===== config.mk =====
export PLATFORM = sky130hd
export DESIGN_NAME = accumulate_9bit
export DESIGN_NICKNAME = d
export VERILOG_FILES = /design/src/rtl/alu_9bit_pkg.sv /design/src/rtl/sm_addsub_sat_9bit.sv /design/src/rtl/accumulate_9bit.sv
export SDC_FILE = /design/constraint.sdc
export NUM_CORES = 1
export LEC_CHECK = 0
export ABC_AREA = 1
export CORE_UTILIZATION = 63
export DETAILED_ROUTE_END_ITERATION = 7
export HOLD_SLACK_MARGIN = 0.1
export PLACE_DENSITY = 0.94
export SYNTH_ARGS = -nofsm -noshare
export SYNTH_HDL_FRONTEND = slang
export SYNTH_SLANG_ARGS = --single-unit
export TNS_END_PERCENT = 50

===== constraint.sdc =====
create_clock -name clk -period 5.1 [get_ports clk]
set_input_delay 1.02 -clock clk [delete_from_list [all_inputs] [get_ports clk]]
set_output_delay 1.02 -clock clk [all_outputs]
set_load 0.01 [all_outputs]

===== src/rtl/alu_9bit_pkg.sv =====
// Shared types and constants for the 9-bit sign-magnitude datapath.
// Used by sm_addsub_sat_9bit and accumulate_9bit.
package alu_9bit_pkg;

   typedef struct packed {
      logic       sign;
      logic [7:0] mag;
   } sm9_t;

   localparam logic [7:0] SM_MAG_MAX = 8'd255;
   localparam logic [8:0] SM_ZERO    = 9'h000;

   typedef enum logic {
      ACCUM,
      DONE
   } acc_state_t;

endpackage


===== src/rtl/sm_addsub_sat_9bit.sv =====
// Combinational sign-magnitude add/subtract with magnitude saturation,
// -0 normalisation and a saturation flag.
module sm_addsub_sat_9bit
   import alu_9bit_pkg::*;
(
   input  sm9_t a,
   input  sm9_t b,
   input  logic op,
   output sm9_t y,
   output logic sat
);

   logic       a_sign;
   logic       b_sign;
   logic [8:0] sum;

   // Zero-magnitude operands behave as +0 whatever their sign bit says.
   always_comb begin
      a_sign = (a.mag == 8'd0) ? 1'b0 : a.sign;
      b_sign = (b.mag == 8'd0) ? 1'b0 : (b.sign ^ op);
      sum    = {1'b0, a.mag} + {1'b0, b.mag};
      y      = sm9_t'(SM_ZERO);
      sat    = 1'b0;
      if (a_sign == b_sign) begin
         y.sign = a_sign;
         if (sum[8]) begin
            y.mag = SM_MAG_MAX;
            sat   = 1'b1;
         end else begin
            y.mag = sum[7:0];
         end
      end else if (a.mag > b.mag) begin
         y.sign = a_sign;
         y.mag  = a.mag - b.mag;
      end else begin
         y.sign = b_sign;
         y.mag  = b.mag - a.mag;
      end
      if (y.mag == 8'd0) begin
         y.sign = 1'b0;
      end
   end

endmodule


===== src/rtl/accumulate_9bit.sv =====
// Accumulates LEN sign-magnitude terms and emits the saturated result.
// Optional sticky saturation output out_sat enabled by ACC_OVERFLOW_FLAG_EN.
module accumulate_9bit
   import alu_9bit_pkg::*;
#(
   parameter int LEN = 4
)
(
   input  logic       clk,
   input  logic       rst_n,
   input  logic       in_valid,
   output logic       in_ready,
   input  logic [8:0] in_data,
   input  logic       in_op,
   output logic       out_valid,
   input  logic       out_ready,
   output logic [8:0] out_data,
`ifdef ACC_OVERFLOW_FLAG_EN
   output logic       out_sat,
`endif
   output logic       busy
);

   localparam logic [7:0] LAST = 8'(LEN - 1);

   acc_state_t state;
   sm9_t       acc;
   sm9_t       next_acc;
   logic [7:0] cnt;

   assign in_ready = (state == ACCUM);
   assign busy     = (cnt != 8'd0) || out_valid;

`ifdef ACC_OVERFLOW_FLAG_EN
   logic step_sat;
   logic group_sat;

   sm_addsub_sat_9bit u_addsub (
      .a   (acc),
      .b   (sm9_t'(in_data)),
      .op  (in_op),
      .y   (next_acc),
      .sat (step_sat)
   );
`else
   sm_addsub_sat_9bit u_addsub (
      .a   (acc),
      .b   (sm9_t'(in_data)),
      .op  (in_op),
      .y   (next_acc),
      .sat ()
   );
`endif

   // The accepting edge of the last term loads the result directly, so the
   // output register never needs to wait for acc to settle.
   always_ff @(posedge clk or negedge rst_n) begin
      if (!rst_n) begin
         state     <= ACCUM;
         acc       <= sm9_t'(SM_ZERO);
         cnt       <= 8'd0;
         out_valid <= 1'b0;
         out_data  <= SM_ZERO;
`ifdef ACC_OVERFLOW_FLAG_EN
         group_sat <= 1'b0;
         out_sat   <= 1'b0;
`endif
      end else begin
         case (state)
            ACCUM: begin
               if (in_valid) begin
                  acc <= next_acc;
                  if (cnt == LAST) begin
                     state     <= DONE;
                     out_data  <= next_acc;
                     out_valid <= 1'b1;
                     cnt       <= 8'd0;
`ifdef ACC_OVERFLOW_FLAG_EN
                     out_sat   <= group_sat | step_sat;
                     group_sat <= 1'b0;
`endif
                  end else begin
                     cnt <= cnt + 8'd1;
`ifdef ACC_OVERFLOW_FLAG_EN
                     group_sat <= group_sat | step_sat;
`endif
                  end
               end
            end
            DONE: begin
               if (out_valid && out_ready) begin
                  out_valid <= 1'b0;
                  acc       <= sm9_t'(SM_ZERO);
                  state     <= ACCUM;
`ifdef ACC_OVERFLOW_FLAG_EN
                  out_sat   <= 1'b0;
`endif
               end
            end
            default: state <= ACCUM;
         endcase
      end
   end

endmodule

==> impl_metrics.json <==
{
  "gp_congestion": 0.931,
  "drc_errors": 0,
  "core_area_sq_um": 4030,
  "comb_power_share_pct": 68.5,
  "synth.avg_cell_area_sq_um": 6.81,
  "synth.distinct_cells": 35,
  "p_int_mw": 0.841,
  "rr_startpoint": "acc[0]$_DFFE_PN0P_",
  "yosysTopAreaCell": "dfrtp_1",
  "clockPowerShare_pct": 10.0,
  "synth_common_cells": "nand2_1, inv_1, nand3_1",
  "synth.area.top_cells": "dfrtp_1, nand2_1, ha_1, inv_1, nand3_1",
  "htreeDepth": 1,
  "syn2layout_area_growth_pct": 12.1,
  "drt-total-wl_um": 6980,
  "p_sw_mw": 0.951,
  "clk_latency_ns": 0.29,
  "swShare_pct": 53.1,
  "worst_path_max_delay_cell": "clkdlybuf4s50_1",
  "cp_max_fo": 11,
  "cpPeakStageDelay_ns": 0.58,
  "num-nets-final": 460,
  "synthesis.area_sq_um": 2680,
  "worstMarginPinSlew_ns": 0.555,
  "crit_chain": "clkdlybuf4s50_1 > inv_1 > ha_1 > or2_1 > nand3_1 > nand2_2 > nand2_4 > inv_4 > nand2_1 > nand3_1 > nand2_1 > nand2_1 > nor2_1 > nand2_1 > nand3_1 > nand2_1",
  "die_h_um": 67.2,
  "cts_setup_buffers": 0,
  "synth.most_common_cell": "nand2_1",
  "hp-class": "flip-flop to flip-flop",
  "multi_input_area_sq_um": 1660,
  "hold_viol_final": 0,
  "rsz0062_at_grt": "false",
  "powerDensity_nw_per_um2": 597,
  "num_rows": 23,
  "nFillCells": 319,
  "p_leak_nw": 1.62,
  "reg2reg_to": "acc[8]$_DFFE_PN0P_",
  "ctsResizeCount": 0,
  "required_ns": 5.29,
  "seqCellArea_sq_um": 701,
  "reg2reg_setup_slack_ns": 2.54,
  "synth_edf_count": 0,
  "die_w_um": 67.2,
  "critPathArrivalTime_ns": 3.58,
  "vias": 2593,
  "cts_made_buffers": 3,
  "crit_path_start_kind": "input pin",
  "layout-drive-gt1-share_pct": 5.06,
  "yosysSeqAreaShare_pct": 26.2,
  "max_freq_ghz": 0.295,
  "clk_pin_slew_ns": 0.10,
  "grt_pass1_wl_um": 11400,
  "status": "complete, no violations",
  "drv_cap": 0,
  "ys_seq_elements": 28,
  "hpwl_um": 5580,
  "crit_type": "input pin to flip-flop",
  "mappedNetlistNets": 437,
  "slew_violations": 0,
  "slew-limit-headroom_pct": 62.9,
  "dieArea_sq_um": 4510,
  "postRouteAntennaNets": 0,
  "whs_ns": 0.486,
  "drtPass1Iterations": 4,
  "start_util_pct": 66.4,
  "path_common_cell": "nand2_1",
  "setup_viol": 0,
  "total_power_mw": 1.79,
  "netlist.area_leader.share_pct": 26.2,
  "yosys_warnings": 0,
  "end_kind": "flip-flop",
  "vdd_drop_max_v": 0.000353,
  "min_to": "cnt[7]$_DFFE_PN0P_",
  "hp-start": "cnt[7]$_DFFE_PN0P_",
  "finalClockSkew_ns": 0.00917,
  "wl_per_cell_um": 15.0,
  "root_buffer": "clkbuf_8",
  "grt_usage_pct": 33.8,
  "hold_buffers": 0,
  "grt_pass1_vias": 2504,
  "fin_crit_ns": 3.39,
  "finalCritPeriodShare_pct": 66.5,
  "grt-ovfl-total": 0,
  "worstHoldPathCells": 1,
  "portBuffers": 25,
  "grt_max_degree": 29,
  "clock_sinks": 28,
  "r2r_cells": 17,
  "ios": 26,
  "sequentialPowerShare_pct": 21.6,
  "vias_per_cell": 5.58,
  "dp.cells": 461,
  "fin_cells": 465,
  "async_flop_share_pct": 100,
  "drtIter0Drc": 231,
  "syn_inst": 393,
  "antenna_found_initial": 0,
  "n_antenna_cell": 0,
  "cts_max_path_buffers": 2,
  "cts_tree": "done",
  "final.setup.tns_ns": 0,
  "synth_ff_type": "dfrtp_1"
}
==> kinds of logic (layout without fill, tap and decap cells) <==
kind of cell,count (synthesis),count (layout),synth area share [%]
AND/OR/NAND/NOR,214,214,35.9
AO/OA/AOI/OAI,37,37,7.72
XOR/XNOR,11,11,3.60
adder cells (fa/ha/maj),30,30,14.9
buffers and inverters,73,95,11.7
flip-flops,28,28,26.2
==> routing by layer <==
layer,vias up,part of all wire (%),GRT usage [%]
met1,1220,43,42.6
li1,1282,-,-
met5,-,0,0
met4,0,3.0,14.1
met3,17,4.4,2.87
met2,74,49,59.1
==> worst max path at each step <==
stage	slack [ns]	endpoint	startpoint	cells after the start
2_1_floorplan	2.39	acc[8]$_DFFE_PN0P_	in_data[0]	16
3_3_place_gp	1.55	acc[8]$_DFFE_PN0P_	in_data[5]	16
3_5_place_dp	1.46	out_data[8]$_DFFE_PN0P_	in_data[5]	16
4_1_cts	1.72	acc[8]$_DFFE_PN0P_	in_data[5]	16
5_1_grt	1.53	acc[8]$_DFFE_PN0P_	in_data[5]	16
6_report	1.71	acc[8]$_DFFE_PN0P_	in_data[3]	16
==> worst max-delay path, delay by kind of cell <==
| kind | cells | cell delay [ns] |
|---|---|---|
| adders and majority gates | 1 | 0.46 |
| buffers and inverters | 3 | 0.71 |
| and+or+nand+nor | 12 | 1.39 |
==> cell usage in the layout, fill, tap and decap left out, drive strengths merged, types with 2 or more instances in the layout <==
master           n
inv             65
nand2          120
o21ai           20
clkdlybuf4s50   25
and2             3
nor3             2
fa               3
dfrtp           28
nand4           12
nor4             2
xnor2            2
a21oi            8
nand3           40
nor2            32
o22ai            7
xor2             9
clkbuf           3
ha              27
==> state kept, by name (all words and copies together), names as in the netlist <==
register	flops
state	1
cnt	8
out_data	9
out_valid	1
acc	9
==> final cells by class <==
type                       count  share of cell area [%]
clock buffer                   3                    1.38
inverter                      65                    8.22
sequential                    28                    23.4
timing repair buffer          26                    8.59
clock inverter                 1                    1.00
multi-input combinational    292                    55.4
tap                           50                    2.09
==> metrics by stage <==
stage | instance area [sq um] | worst slack (ns) | utilization [%]
after floorplan | 2680 | 2.39 | -
after global placement | 2930 | 1.55 | 72.7
after detailed placement | 2930 | 1.46 | 72.7
after CTS | 3000 | 1.72 | 74.4
after global routing | 3000 | 1.53 | 74.4
final | 3000 | 1.71 | 74.4
==> power groups by stage <==
| stage | clock network [mW] | registers, mW | logic [mW] |
|---|---|---|---|
| after floorplan | 0 | 0.382 | 0.884 |
| after global placement | 0 | 0.386 | 1.16 |
| after detailed placement | 0 | 0.390 | 1.18 |
| after CTS | 0.178 | 0.386 | 1.20 |
| after global routing | 0.183 | 0.399 | 1.36 |
| final | 0.178 | 0.387 | 1.23 |
Note: power is estimated with default switching activity, not from simulation.
==> patch 1 (config.mk and constraints unchanged) <==
Add a define of `ACC_OVERFLOW_FLAG_EN`.
--- a/src/rtl/accumulate_9bit.sv
+++ b/src/rtl/accumulate_9bit.sv
@@ -1,4 +1,6 @@
 // Accumulates LEN sign-magnitude terms and emits the saturated result.
 // Optional sticky saturation output out_sat enabled by ACC_OVERFLOW_FLAG_EN.
+`define ACC_OVERFLOW_FLAG_EN
+
 module accumulate_9bit
    import alu_9bit_pkg::*;
Function (old outputs only; new: out_sat): kept (equiv_simple and equiv_induct, registers matched by name and starting in step).
==> patch 1 against the unedited design <==
- setup slack lost 100 ps
- largest cell class unchanged
- global-route usage grew 0.95 points
- sequential cell count rose by 2
- synthesized area is 2.2% higher
- largest power group unchanged
- highest routed layer unchanged
- utilization is 1.4 points higher
- critical endpoint is now out_data[8]$_DFFE_PN0P_
- design area increased by 3.3%
- power rose by 5.5%
- wire length rose by 3.9%
==> patch 1: results (changes against the unedited design) <==
metric;value;unit;change
grt_pass1_vias;2550;;+1.8%
drive_above_1_share;5.84;%;+0.78 points
use_met2;58.7;%;-0.46 points
multi_input_area_share;53.7;%;-1.6 points
track_usage;34.8;%;+0.95 points
relSlewSlack;48.2;%;-15 points
ir_drop;0.446;mV;+26%
seq_area;751;sq um;+7.1%
cp-startpoint;in_data[2];;
yosysSeqAreaShare;27.5;%;+1.3 points
final-clk-cell-share;2.95;%;+0.57 points
cts_max_level;2;;+1
drt-vias-per-instance;5.72;;+2.6%
met2_length;3540;microns;+2.5%
combPwrFrac;67.0;%;-1.5 points
synth_nets;445;;+1.8%
run_status;completed;;
nMultiInputCombCells;294;;+0.68%
holdPathStages;2;;+1
cell_internal_pwr;896;uW;+6.6%
worstHoldEndpoint;out_data[1]$_DFFE_PN0P_;;
grt_pass1_wl;11700;microns;+2.8%
drtPass1Iterations;5;;+1
cpMaxStageDelayCell;ha_1;;
use_met3;5.67;%;+2.8 points
seq_cells;30;;+7.1%
grt_max_degree;31;;+6.9%
p_leak;1.68;nW;+3.7%
gp_congestion;0.960;;+3.2%
cp.arrival;3660;ps;+80 ps
met1_usage;41.6;%;-1.0 points
n_all_buffers;27;;+3.8%
dpl_cell_area;3010;sq um;+2.7%
synthTopCellsByArea;dfrtp_1 27%, nand2_1 15%, ha_1 12%;;
fp.dieArea;4610;sq um;+2.1%
areaGrowthSynthToFinish;13.3;%;
clock_buffers;7;;+4
hold_start;out_data[1]$_DFFE_PN0P_;;
final-nonclk-buf-share;8.64;%;+0.049 points
p_seq_share;22.5;%;+0.9 points
dr_wl_met3;405;microns;+32%
io_buffers;26;;+4.0%
-- patch 1: changes by cell type after synthesis, moves of 3 or more --
cell,delta
inv_2,+3
clkbuf_1,+3
a21oi_1,+3
nand3_1,+4
nand2_1,-4
-- patch 1: logic make-up after synthesis --
group,Yosys count,share of synthesized area (%)
XOR/XNOR,12,3.84
AO/OA/AOI/OAI,40,7.92
flip-flops,30,27.5
buffers and inverters,77,11.7
AND/OR/NAND/NOR,212,34.6
adder cells (fa/ha/maj),30,14.6
-- patch 1: metrics by stage --
stage / hold slack (ps) / power (mW) / worst slack [ps] / std cells
2_1_floorplan: 446 / 1.33 / 2370 / 401
3_3_place_gp: 466 / 1.62 / 1560 / 470
3_5_place_dp: 471 / 1.64 / 1470 / 470
4_1_cts: 485 / 1.86 / 1700 / 478
5_1_grt: 517 / 2.05 / 1470 / 478
6_report: 486 / 1.89 / 1610 / 478
-- patch 1: worst max-delay path, delay by kind of cell --
family          cells  cell delay [ps]
simple gates        9              960
buf+inv             3              850
fa+ha+maj           1              560
compound gates      1              290
==> patch 2 (same settings) <==
Made on the original files. Make the reset (`rst_n`) synchronous in one clocked block.
--- a/src/rtl/accumulate_9bit.sv
+++ b/src/rtl/accumulate_9bit.sv
@@ -55,5 +55,5 @@
    // The accepting edge of the last term loads the result directly, so the
    // output register never needs to wait for acc to settle.
-   always_ff @(posedge clk or negedge rst_n) begin
+   always_ff @(posedge clk) begin
       if (!rst_n) begin
          state     <= ACCUM;
Function: differs if rst_n is asserted again (counterexample within 4 cycles, from zero or initial values and one cycle with rst_n low); with rst_n held inactive, the same outputs for 4 cycles.
==> patch 2 against the unedited design <==
- wire length fell by 6.5%
- critical path depth unchanged
- design area rose by 0.75%
- sequential share of layout area fell by 4.8 points
- non-clock buffer count is 1 lower
- final cell count grew 6.0%
- sequential cell count did not move
- setup slack worse by 140 ps
- die area rose by 1.4%
- synthesized area increased by 1.4%
- synthesized cell count up 7.6%
- first-iteration DRC count is 1.7% higher
- largest cell class unchanged
- highest routed layer unchanged
Power is not compared: it rests on default switching activity, and its combinational part moved more than twofold at a synthesized area within 25%.
==> patch 2: results (changes against the unedited design) <==
metric;value;unit;change
top_regs;acc: 9 flops, out_data: 9 flops, cnt: 8 flops;;
max_cap_violations;0;;unchanged
track_usage;29.4;%;-4.4 points
n_antenna_cell;0;;unchanged
clk_pin_slew;90;ps;
hpwlAfterDp;5110;microns;-8.4%
finalHoldViolations;0;;unchanged
met2_length;2910;microns;-16%
synthArstFlopShare;0;%;-100 points
drive_above_1_share;7.00;%;+1.9 points
io_buffers;25;;unchanged
drt-vias-per-instance;5.48;;-1.7%
synth.top_cells.by_count;129 x nand2_1, 62 x inv_1, 42 x nand3_1, 34 x nor2_1, 28 x dfxtp_1;;
fin_nets;488;;+6.1%
pre_cts_slack;1360;ps;-104 ps
max_freq;283;MHz;-3.9%
cts_max_level;1;;unchanged
grt_pass1_wl;10200;microns;-10%
ir_drop;0.190;mV;
met1Wirelength;2990;microns;-0.86%
yosys.area_share.xor_xnor;2.58;%;-1.0 points
clk_path_buf_depth;2;;unchanged
synth_nets;467;;+6.9%
dr_wl_met3;386;microns;+26%
wl_per_cell;13.2;microns;-12%
clk_latency;280;ps;
cpMaxStageDelayCell;clkdlybuf4s50_1;;
antenna_found_initial;0;;unchanged
ys.flop_type;dfxtp_1;;
clock-root-buffer;clkbuf_8;;
cp_top_family;simple AND/OR/NAND/NOR gates;;
yosys.area_share.adder;14.7;%;-0.21 points
skew;7.47;ps;-1.70 ps
yosysSeqAreaShare;20.7;%;-5.5 points
grt_pass1_vias;2338;;-6.6%
cell_internal_pwr;511;uW;
relSlewSlack;55.8;%;-7.1 points
synth_cell_types;41;;+17%
run_status;completed;;
critPathMaxFanout;9;;-2
drt-initial-drc-count;235;;+1.7%
drtPass1Iterations;6;;+2
yosys_warnings;0;;unchanged
cts_buffers;3;;unchanged
cts_resized;0;;unchanged
hp-class;flop to flop;;
max_stage_delay;530;ps;-50 ps
grt_max_degree;17;;-41%
gp_congestion;0.953;;+2.4%
cts_setup_buffers;0;;unchanged
synth-compound-area-share;8.76;%;+1.0 points
rrSetupSlack;2480;ps;-60 ps
synthTopCellsByArea;dfxtp_1 21%, nand2_1 18%, ha_1 12%;;
cp.arrival;3680;ps;+100 ps
patch 2: layout make-up:
| class | count | area (sq um) |
|---|---|---|
| clock buffers | 3 | 41.3 |
| inverters | 67 | 254 |
| well taps | 50 | 62.6 |
| repair buffers | 25 | 250 |
| multi-input cells | 319 | 1820 |
| fillers | 333 | 1040 |
| flip-flops and latches | 28 | 561 |
| clock inverters | 1 | 30.0 |
patch 2: kinds of logic after synthesis:
group,count (synthesis)
AND/OR/NAND/NOR,240
buffers and inverters,76
AO/OA/AOI/OAI,41
adder cells (fa/ha/maj),30
flip-flops,28
XOR/XNOR,8
patch 2: tightest hold or removal path: stages (launching register included):
cell     delay [ps]
dfxtp_1         320
nand3_1          70
nand2_1          50
patch 2: power by group through the flow:
stage	logic (mW)	clock network, mW	registers, mW
after floorplan	0.384	0	0.254
final	0.493	0.175	0.258
after CTS	0.483	0.176	0.257
after detailed placement	0.476	0	0.262
after global placement	0.472	0	0.261
after global routing	0.552	0.182	0.259
patch 2: path summary, 6_finish.rpt:
check | from | to | depth (start not counted)
max | in_data[3] | acc[8]$_SDFFE_PN0P_ | 16
min | out_data[3]$_SDFFE_PN0P_ | out_data[3]$_SDFFE_PN0P_ | 2
max reg2reg | acc[3]$_SDFFE_PN0P_ | acc[8]$_SDFFE_PN0P_ | 14
min reg2reg | out_data[3]$_SDFFE_PN0P_ | out_data[3]$_SDFFE_PN0P_ | 2
patch 2: layer usage:
| layer | vias to the layer above | track usage, % |
|---|---|---|
| li1 | 1364 | - |
| met1 | 1207 | 39.3 |
| met2 | 104 | 47.4 |
| met3 | 28 | 4.22 |
| met4 | 0 | 10.9 |
| met5 | - | 0 |
patch 2: metrics by stage:
stage	hold slack, ps	area, sq um	std cells	utilization [%]
2_1_floorplan	444	2710	423	-
3_3_place_gp	451	2950	489	72.7
3_5_place_dp	462	2950	489	72.7
4_1_cts	484	3020	493	74.5
5_1_grt	497	3020	493	74.5
6_report	483	3020	493	74.5
